[src/rtl/panda_pcap_pkg.sv]
// panda_pcap_pkg: arm-state type, field constants and the lowest-set-bit encoder
// shared by the capture arm/readout path.
package panda_pcap_pkg;

    localparam int PCAP_FIELD_W    = 32;
    localparam int PCAP_MAX_FIELDS = 32;

    typedef enum logic [1:0] {IDLE, ARMED, ACTIVE, DRAIN} arm_state_e;

    // Scans downward so the last hit, and therefore the result, is the lowest set bit.
    function automatic logic [4:0] lowest_set(input logic [PCAP_MAX_FIELDS-1:0] m);
        lowest_set = '0;
        for (int i = PCAP_MAX_FIELDS - 1; i >= 0; i--)
            if (m[i]) lowest_set = 5'(i);
    endfunction

endpackage

[src/rtl/panda_pcap_field_sched.sv]
// panda_pcap_field_sched: shadows one capture and streams its mask-selected fields,
// one word per valid/ready handshake; PCAP_HEADER_EN prepends a capture-count header.
module panda_pcap_field_sched
    import panda_pcap_pkg::*;
#(
    parameter int NUM_FIELDS = 32
) (
    input  logic                               clk_i,
    input  logic                               reset_n_i,
    input  logic                               load_i,
    input  logic [NUM_FIELDS-1:0]              mask_i,
    input  logic [PCAP_FIELD_W*NUM_FIELDS-1:0] posn_i,
    input  logic [PCAP_FIELD_W-1:0]            header_i,
    input  logic                               data_ready_i,
    output logic [PCAP_FIELD_W-1:0]            data_o,
    output logic                               data_valid_o,
    output logic                               sched_empty,
    output logic                               sched_accept
);

`ifdef PCAP_HEADER_EN
    localparam logic HDR_EN = 1'b1;
`else
    localparam logic HDR_EN = 1'b0;
`endif

    logic [NUM_FIELDS-1:0][PCAP_FIELD_W-1:0] shadow_q;
    logic [NUM_FIELDS-1:0]                   rem_q, rem_d;
    logic                                    hdr_q, hdr_d;
    logic [PCAP_FIELD_W-1:0]                 hdr_val_q;
    logic [4:0]                              idx;
    logic                                    hs;

    assign idx          = lowest_set(PCAP_MAX_FIELDS'(rem_q));
    assign data_valid_o = hdr_q | (|rem_q);
    assign data_o       = hdr_q ? hdr_val_q : shadow_q[idx];
    assign hs           = data_valid_o & data_ready_i;
    assign sched_empty  = ~data_valid_o;

    // Header goes first; once it is out, each handshake retires the lowest mask bit.
    assign hdr_d        = hdr_q & ~hs;
    assign rem_d        = (hs && !hdr_q) ? rem_q & (rem_q - 1'b1) : rem_q;
    assign sched_accept = ~(hdr_d | (|rem_d));

    always_ff @(posedge clk_i or negedge reset_n_i) begin
        if (!reset_n_i) begin
            shadow_q  <= '0;
            rem_q     <= '0;
            hdr_q     <= 1'b0;
            hdr_val_q <= '0;
        end else if (load_i) begin
            shadow_q  <= posn_i;
            rem_q     <= mask_i;
            hdr_q     <= HDR_EN;
            hdr_val_q <= header_i;
        end else begin
            rem_q     <= rem_d;
            hdr_q     <= hdr_d;
        end
    end

endmodule

[src/rtl/panda_pcap_arm_ctrl.sv]
// panda_pcap_arm_ctrl: arm/disarm FSM, capture counter and overrun flag in front of the
// field scheduler; define PCAP_HEADER_EN to emit a count header before each capture.
module panda_pcap_arm_ctrl
    import panda_pcap_pkg::*;
#(
    parameter int NUM_FIELDS = 32
) (
    input  logic                               clk_i,
    input  logic                               reset_n_i,
    input  logic                               ARM,
    input  logic                               DISARM,
    input  logic [NUM_FIELDS-1:0]              CAPTURE_MASK,
    input  logic                               enable_i,
    input  logic                               capture_i,
    input  logic [PCAP_FIELD_W*NUM_FIELDS-1:0] posn_i,
    output logic                               pcap_enable_o,
    output logic [PCAP_FIELD_W-1:0]            data_o,
    output logic                               data_valid_o,
    input  logic                               data_ready_i,
    output logic                               active_o,
    output logic [31:0]                        capture_count_o,
    output logic                               err_overrun_o
);

    arm_state_e            state_q, state_d;
    logic                  pen_q;
    logic [NUM_FIELDS-1:0] mask_q;
    logic [31:0]           count_q;
    logic                  err_q;
    logic                  arm_ok, cap_ok, overrun;
    logic                  sched_empty, sched_accept;

    assign arm_ok  = ARM & ~DISARM & (state_q == IDLE);
    assign cap_ok  = capture_i & (state_q == ACTIVE) & sched_accept;
    assign overrun = capture_i & (state_q == ACTIVE) & ~sched_accept;

    always_ff @(posedge clk_i or negedge reset_n_i) begin
        if (!reset_n_i) begin
            state_q <= IDLE;
            pen_q   <= 1'b0;
        end else begin
            state_q <= state_d;
            pen_q   <= state_d == ACTIVE;
        end
    end

    always_comb begin
        state_d = state_q;
        case (state_q)
            IDLE:    state_d = arm_ok ? ARMED : IDLE;
            ARMED:   state_d = DISARM ? IDLE : enable_i ? ACTIVE : ARMED;
            ACTIVE:  state_d = (!enable_i || DISARM || overrun) ? DRAIN : ACTIVE;
            DRAIN:   state_d = sched_empty ? IDLE : DRAIN;
            default: state_d = IDLE;
        endcase
    end

    always_comb begin
        pcap_enable_o   = pen_q;
        active_o        = state_q != IDLE;
        capture_count_o = count_q;
        err_overrun_o   = err_q;
    end

    always_ff @(posedge clk_i or negedge reset_n_i) begin
        if (!reset_n_i) begin
            mask_q  <= '0;
            count_q <= '0;
            err_q   <= 1'b0;
        end else begin
            if (arm_ok) mask_q <= CAPTURE_MASK;
            count_q <= arm_ok ? '0 : count_q + 32'(cap_ok);
            err_q   <= ~arm_ok & (err_q | overrun);
        end
    end

    panda_pcap_field_sched #(.NUM_FIELDS(NUM_FIELDS)) u_sched (
        .clk_i        (clk_i),
        .reset_n_i    (reset_n_i),
        .load_i       (cap_ok),
        .mask_i       (mask_q),
        .posn_i       (posn_i),
        .header_i     (count_q + 32'd1),
        .data_ready_i (data_ready_i),
        .data_o       (data_o),
        .data_valid_o (data_valid_o),
        .sched_empty  (sched_empty),
        .sched_accept (sched_accept)
    );

endmodule
[config.mk]
export PLATFORM = sky130hd
export DESIGN_NAME = panda_pcap_arm_ctrl
export DESIGN_NICKNAME = d
export VERILOG_FILES = /design/src/rtl/panda_pcap_pkg.sv /design/src/rtl/panda_pcap_field_sched.sv /design/src/rtl/panda_pcap_arm_ctrl.sv
export SDC_FILE = /design/constraint.sdc
export NUM_CORES = 2
export LEC_CHECK = 0
export CORE_AREA = 2 2 436 438
export CTS_CLUSTER_SIZE = 8
export DETAILED_ROUTE_END_ITERATION = 10
export DIE_AREA = 0 0 438 440
export DONT_BUFFER_PORTS = 1
export GPL_TIMING_DRIVEN = 0
export PLACE_DENSITY = 0.5
export RECOVER_POWER = 25
export SYNTH_ARGS = -nofsm -noshare
export SYNTH_HDL_FRONTEND = slang
export SYNTH_SLANG_ARGS = --single-unit
[constraint.sdc]
create_clock -name clk_i -period 4.8 [get_ports clk_i]
set_clock_uncertainty 0.1 [all_clocks]
set_input_delay 0.48 -clock clk_i [delete_from_list [all_inputs] [get_ports clk_i]]
set_output_delay 0.48 -clock clk_i [all_outputs]
set_load 0.005 [all_outputs]
## Word level (Yosys, flattened, before mapping)

Cells that the tools add are included.

| word-level totals | value |
|---|---|
| register bits | 1157 |
| input bits | 1063 |
| output and inout port bits | 68 |
| logic and storage cells | 118 |

| operators by class | value |
|---|---|
| add/sub/neg operators | 3 |
| $lt $le $gt $ge | 1 |
| equal/unequal tests | 4 |
| multiplexer cells | 45 |
| bitwise gates (word level) | 16 |
| reduce and logical (&&, ||, !) cells | 9 |

Operators by type and width:

| operator | number |
|---|---|
| 32-bit binary-select mux with 5-bit select | 1 |
| 32-bit 2-to-1 mux | 5 |
| 5-bit 2-to-1 mux | 32 |
| 32-bit OR reduction | 2 |
| 32-bit by 1-bit adder with 32-bit output | 1 |
| 32-bit by 1-bit adder with 32-bit output, second input constant | 1 |
| 32-bit bitwise AND | 1 |
| 32-bit by 1-bit subtractor with 32-bit output, second input constant | 1 |
| 1-bit bitwise AND | 8 |
| 2-bit case mux with 4 select lines | 1 |
| 2-bit == test, second input constant | 3 |
| 5-bit by 6-bit less-than comparator with 1-bit output, second input constant | 1 |
| 2-bit 2-to-1 mux | 3 |
| 1-bit NOT | 4 |
| 1-bit 2-to-1 mux | 3 |
| 1-bit OR | 3 |
| 2-bit by 1-bit == test with 1-bit output, second input constant | 1 |
| 1-bit logical NOT | 2 |
| 2-bit logical NOT | 1 |
| 1-bit logical OR | 2 |
| 2-bit nonzero test | 1 |
| 1-bit logical AND | 1 |

## Longest topological paths before layout

| logic depth | value |
|---|---|
| word-level depth | 35 |
| mapped depth | 19 |
| gate-level depth less buffers | 17 |

## By module

Synthesis repeated with hierarchy kept, for this count alone.

| second synthesis, totals | value |
|---|---|
| cells, all modules | 4456 |
| area, all modules | 53935.5 µm² |

Modules (own cells, without submodules):

| module | times used | cells an instance | area each (µm²) | sequential area each (µm²) |
|---|---|---|---|---|
| panda_pcap_field_sched | 1 | 4042 | 50338.3 | 27251.1 |
| panda_pcap_arm_ctrl | 1 | 414 | 3597.2 | 1701.6 |

## Worst setup path before layout

OpenSTA, ideal clock, no wires.

| timing | value |
|---|---|
| path type | flip-flop to flip-flop |
| from | register u_sched.rem_q[0] |
| to | register count_q[29], in the netlist capture_count_o[29] |
| setup time | 0.078 ns |
| data arrival time | 4.384 ns |
| data required time | 4.622 ns |
| path slack | 0.238 ns |
| stages on the path, launching flop included | 19 |
| buffers on the path | 2 |
| period minus slack after synthesis | 4.562 ns |
| path through | dfrtp_1 > buf_2 > or4_1 > buf_2 > nor4_4 > o21ai_2 > or4_4 > a211o_1 > nand2_1 > nand3_1 > nor3_1 > ha_1 > nand3_1 > inv_1 > nand3_1 > nor2_1 > nand3_1 > or3_1 > a21oi_1 |

| on the way | value |
|---|---|
| word-level cells in the longest chain between the ends | 11 |
| elaborated cells on any way between the ends | 15 |
| classes of those cells | 2 x add/sub; 2 x mux; 8 x bitwise; 3 x reduce/logical |

Ends and longest elaborated chain:

| element | line | RTL |
|---|---|---|
| from (decl) | panda_pcap_field_sched.sv:28 | `logic [NUM_FIELDS-1:0] rem_q, rem_d;` |
| from (signal assigned) | panda_pcap_field_sched.sv:53 | `rem_q <= mask_i;` |
| from (signal assigned) | panda_pcap_field_sched.sv:57 | `rem_q <= rem_d;` |
| parallel branches: the longest is 6 deep, another holds 32-bit by 1-bit subtractor with 32-bit output | n/a |  |
| 1-bit OR * | panda_pcap_field_sched.sv:43 | `assign sched_accept = ~(hdr_d \| (\|rem_d));` |
| 1-bit NOT * | panda_pcap_field_sched.sv:43 |  |
| 1-bit bitwise AND * | panda_pcap_arm_ctrl.sv:34 | `assign cap_ok = capture_i & (state_q == ACTIVE) & sched_accept;` |
| named net cap_ok | panda_pcap_arm_ctrl.sv:30 | `logic arm_ok, cap_ok, overrun;` |
| 32-bit by 1-bit adder with 32-bit output * | panda_pcap_arm_ctrl.sv:72 | `count_q <= arm_ok ? '0 : count_q + 32'(cap_ok);` |
| 32-bit 2-to-1 mux * | panda_pcap_arm_ctrl.sv:72 |  |
| to (signal assigned) | panda_pcap_arm_ctrl.sv:72 |  |
| to (decl) | panda_pcap_arm_ctrl.sv:28 | `logic [31:0] count_q;` |

Mark *: on every way through the listed nets, which the timed path passes.
A chain may end at the register's enable or synchronous reset.

## Worst setup path after layout

| timing | value |
|---|---|
| from | register u_sched.rem_q[13] |
| to | output data_o[13] |

| on the way | value |
|---|---|
| word-level cells in the longest chain between the ends | 17 |

Ends and longest elaborated chain:

| element | line | RTL |
|---|---|---|
| 5-bit 2-to-1 mux (14 in series) | panda_pcap_pkg.sv:14 | `if (m[i]) lowest_set = 5'(i);` |
| 32-bit binary-select mux with 5-bit select | panda_pcap_field_sched.sv:36 | `assign data_o = hdr_q ? hdr_val_q : shadow_q[idx];` |
| 32-bit 2-to-1 mux (not written as such) | panda_pcap_field_sched.sv:36 |  |
| 32-bit 2-to-1 mux | panda_pcap_field_sched.sv:36 |  |
| to (decl) | panda_pcap_arm_ctrl.sv:17 | `output logic [PCAP_FIELD_W-1:0] data_o,` |

Every way passes these cells. The select of a mux whose other input is x is not followed.

==> flow_metrics.env <==
export IMPL_start_util_pct=29.08
export IMPL_numCtsBuffers=165
export IMPL_holdWs_ns=0.05361
export IMPL_cts_path_max_buffers=3
export IMPL_worst_slack_ns=-0.2227
export IMPL_clk_pin_slew_ns=0.05
export IMPL_dieHeight_um=440
export IMPL_worst_r2r_path_depth=15
export IMPL_setup_viol=32
export IMPL_grt_pass1_vias=55500
export IMPL_clkSinkCount=1157
export IMPL_crit_family="compound AO/OA/AOI/OAI gates"
export IMPL_grt_pass1_wl_mm=440.4
export IMPL_final_nets=9186
export IMPL_grt_setup_unrepaired="yes"
export IMPL_final_period_utilization_pct=104.6
export IMPL_cp_endpoint="data_o[13]"
export IMPL_worst_r2r_startpoint="u_sched.rem_q[11]"
export IMPL_drcViolationCount=0
export IMPL_violations="max-capacitance violations, max-slew violations, negative setup slack"
export IMPL_worstPathCellList="nor3_1, and4b_1, a21boi_4, or3_4, clkbuf_16, buf_16, mux2i_2, o32ai_4, o31ai_4, a22oi_2"
export IMPL_top_layer="met5"
export IMPL_synth_edf_count=0
export IMPL_reg2reg_to="u_sched.shadow_q[863]"
export IMPL_via_per_inst=5.220
export IMPL_ys_seq_elements=1157
export IMPL_slowest_stage="dfrtp_2"
export IMPL_routedWlPerCell_um=30.44
export IMPL_ant_nets=0
export IMPL_path_buf_inv=2
export IMPL_start_kind="register"
export IMPL_yosys_warnings=0
export IMPL_fp_coreArea_um2=188600
export IMPL_place_ws_ns=-3.344
export IMPL_placed_area_um2=58160
export IMPL_maxCapViolations=1
export IMPL_cp_arrival_ns=4.44
export IMPL_wl_met2_mm=156.4
export IMPL_max_stage_delay_ns=0.49
export IMPL_cts_tree="yes"
export IMPL_drt_iter0_drc=5103
export IMPL_synth_avg_cell_area_um2=8.118
export IMPL_synthCells=6755
export IMPL_port_buffers=0
export IMPL_hpwl_mm=256.4
export IMPL_synth_main_ff_cell="dfrtp_1"
export IMPL_fmax_mhz=199.1
export IMPL_cp_num_cells=10
export IMPL_critPathLaunch="u_sched.rem_q[13]"
export IMPL_clk_latency_ns=0.83
export IMPL_die_area_um2=192700
export IMPL_gr_total_overflow=0
export IMPL_synth_cell_type_count=60
export IMPL_grt_use_total_pct=32.96
export IMPL_layout_drive_gt1_share_pct=14.35
export IMPL_worstHoldPathType="input pin to register"
export IMPL_route_met3_wl_mm=23.41
export IMPL_end_kind="primary output"
export IMPL_syn_nets=7821
export IMPL_fin_area_um2=79850
export IMPL_r2r_slack_ns=0.09
export IMPL_synthesis_area_um2=54830
export IMPL_cts_root_buffer="clkbuf_16"
export IMPL_gp_congestion=0.9698
export IMPL_maxSlewViolCount=151
export IMPL_die_w_um=438
export IMPL_num_rows=160
export IMPL_vias=56330
export IMPL_first_pass_iters=6
export IMPL_min_period_ns=5.023
export IMPL_crit_type="register to primary output"
export IMPL_syn_to_final_growth_pct=45.61
export IMPL_tightest_slew_ns=2.231
export IMPL_placedCellCount=9276
export IMPL_yosysSeqAreaShare_pct=52.80
export IMPL_antenna_found_initial=157
export IMPL_path_max_fanout=11
export IMPL_routed_wl_mm=328.5
export IMPL_finalHoldViolCount=0
export IMPL_synthArstFlopShare_pct=100.0
export IMPL_ios=1131
export IMPL_htreeDepth=4
export IMPL_grt_max_degree=1158
export IMPL_slew_headroom_pct=-48.75
export IMPL_finalNonFillerCells=10790
export IMPL_cp_required_ns=4.22
export IMPL_status="finished, violations left"
export IMPL_wl_met1_mm=123.6
==> worst min-delay path, stage by stage <==
cell and delay (ns):
nor3b_1 0.04, clkbuf_1 0.20, o21ai_0 0.20
==> sequential cells by signal, summed over array words and instances, names as in the netlist <==
signal and count:
mask_q 32, u_sched.rem_q 32, capture_count_o 32, u_sched.shadow_q 1024, u_sched.hdr_val_q 32, state_q 2
pcap_enable_o 1, err_overrun_o 1, u_sched.hdr_q 1
==> cell families after synthesis <==
kind of cell | after synthesis | synth area share (%)
XOR/XNOR | 49 | 0.7827
multiplexers | 162 | 3.044
AO/OA/AOI/OAI | 684 | 8.221
buffers and inverters | 494 | 4.899
flip-flops | 1157 | 52.80
adder cells (fa/ha/maj) | 3 | 0.06846
AND/OR/NAND/NOR | 4206 | 30.18
==> placed cells by master (no fill, tap or decap), types with 32 or more instances in the layout <==
cell,Yosys,layout
clkbuf_2,0,67
dlygate4sd3_1,0,1064
mux2i_1,124,100
clkbuf_4,0,38
diode_2,0,132
dfrtp_1,1157,1141
nor2_1,96,85
nand3_1,122,84
buf_4,0,112
buf_6,81,105
nor3_1,50,40
nor4_1,81,43
o21ai_0,164,123
clkbuf_1,231,73
a31oi_1,103,48
clkbuf_16,0,183
a21oi_1,152,125
nand2_1,3739,3714
mux2_2,38,33
inv_1,38,37
nor2b_1,33,32
buf_2,107,116
==> worst min path at each step <==
stage,start,end,slack (ns),depth (start not counted)
2_1_floorplan,reset_n_i,capture_count_o[0],0.08,0
3_3_place_gp,reset_n_i,u_sched.shadow_q[298],0.15,0
3_5_place_dp,reset_n_i,u_sched.shadow_q[298],0.15,0
4_1_cts,reset_n_i,u_sched.shadow_q[298],-0.77,0
5_1_grt,DISARM,mask_q[11],0.05,3
6_report,DISARM,mask_q[11],0.05,3
==> area by class of cell <==
class                           count  area, um^2
Buffer                            442        3533
Sequential cell                  1157       28970
Fill cell                       18550      108700
Inverter                           38       142.6
Multi-Input combinational cell   5105       26890
Antenna cell                      132       330.3
Clock buffer                      178        4229
Timing Repair Buffer             1211       12270
Tap cell                         2511        3142
Clock inverter                     18       337.8
==> synth_stat cells, types with 9 or more instances <==
cell type  instances  area, um^2
nand4_1           22       137.6
mux2_2            38       427.9
nor3_1            50       250.2
inv_1             38       142.6
o32ai_1           10       87.58
a2bb2oi_1         24       210.2
a221o_1           19       190.2
a21oi_1          152       760.7
nor2b_1           33       206.5
a22oi_1           24       180.2
nand2b_1          14       87.58
o31ai_1           17       127.6
nand2_1         3739       14030
clkbuf_1         231       867.1
xnor2_1           24       210.2
nand3_1          122       610.6
o21a_1            13       97.59
a31oi_1          103       644.4
buf_1             29       108.9
a311o_1           24       240.2
nor2_1            96       360.4
o21ai_0          164       820.8
a221oi_1           9       78.83
mux2i_1          124        1241
o32a_1            24       240.2
a32oi_1           17       148.9
dfrtp_1         1157       28950
a22o_1            13       113.9
buf_2            107       535.5
nor4_1            81       506.7
or3_1             18       112.6
o211ai_1          31       232.7
buf_6             81       912.1
xor2_1            25       219.0
==> layer usage <==
metal / up-vias / GRT usage [%]
li1: 24690 / -
met1: 27850 / 38.55
met2: 2885 / 55.09
met3: 882 / 6.582
met4: 30 / 21.34
met5: - / 0
==> stage by stage <==
step                util (%)  TNS (ns)
floorplan                  -         0
global placement       30.74  -1872.23
detailed placement     30.84  -1798.03
CTS                    41.43    -2.818
global route           42.30    -4.800
finish                 42.34    -3.302
==> timing repair <==
item,4_1_cts,5_1_grt
gates resized for setup,919,242
pin swaps,131,94
endpoints found under the hold margin,2218,454
hold buffers,1063,2
buffers inserted,86,39
cloned,2,6
endpoints found under the setup margin,1149,458
Power is not shown: default switching activity piles up to over one toggle a cycle in this logic, so the estimate is an artifact.
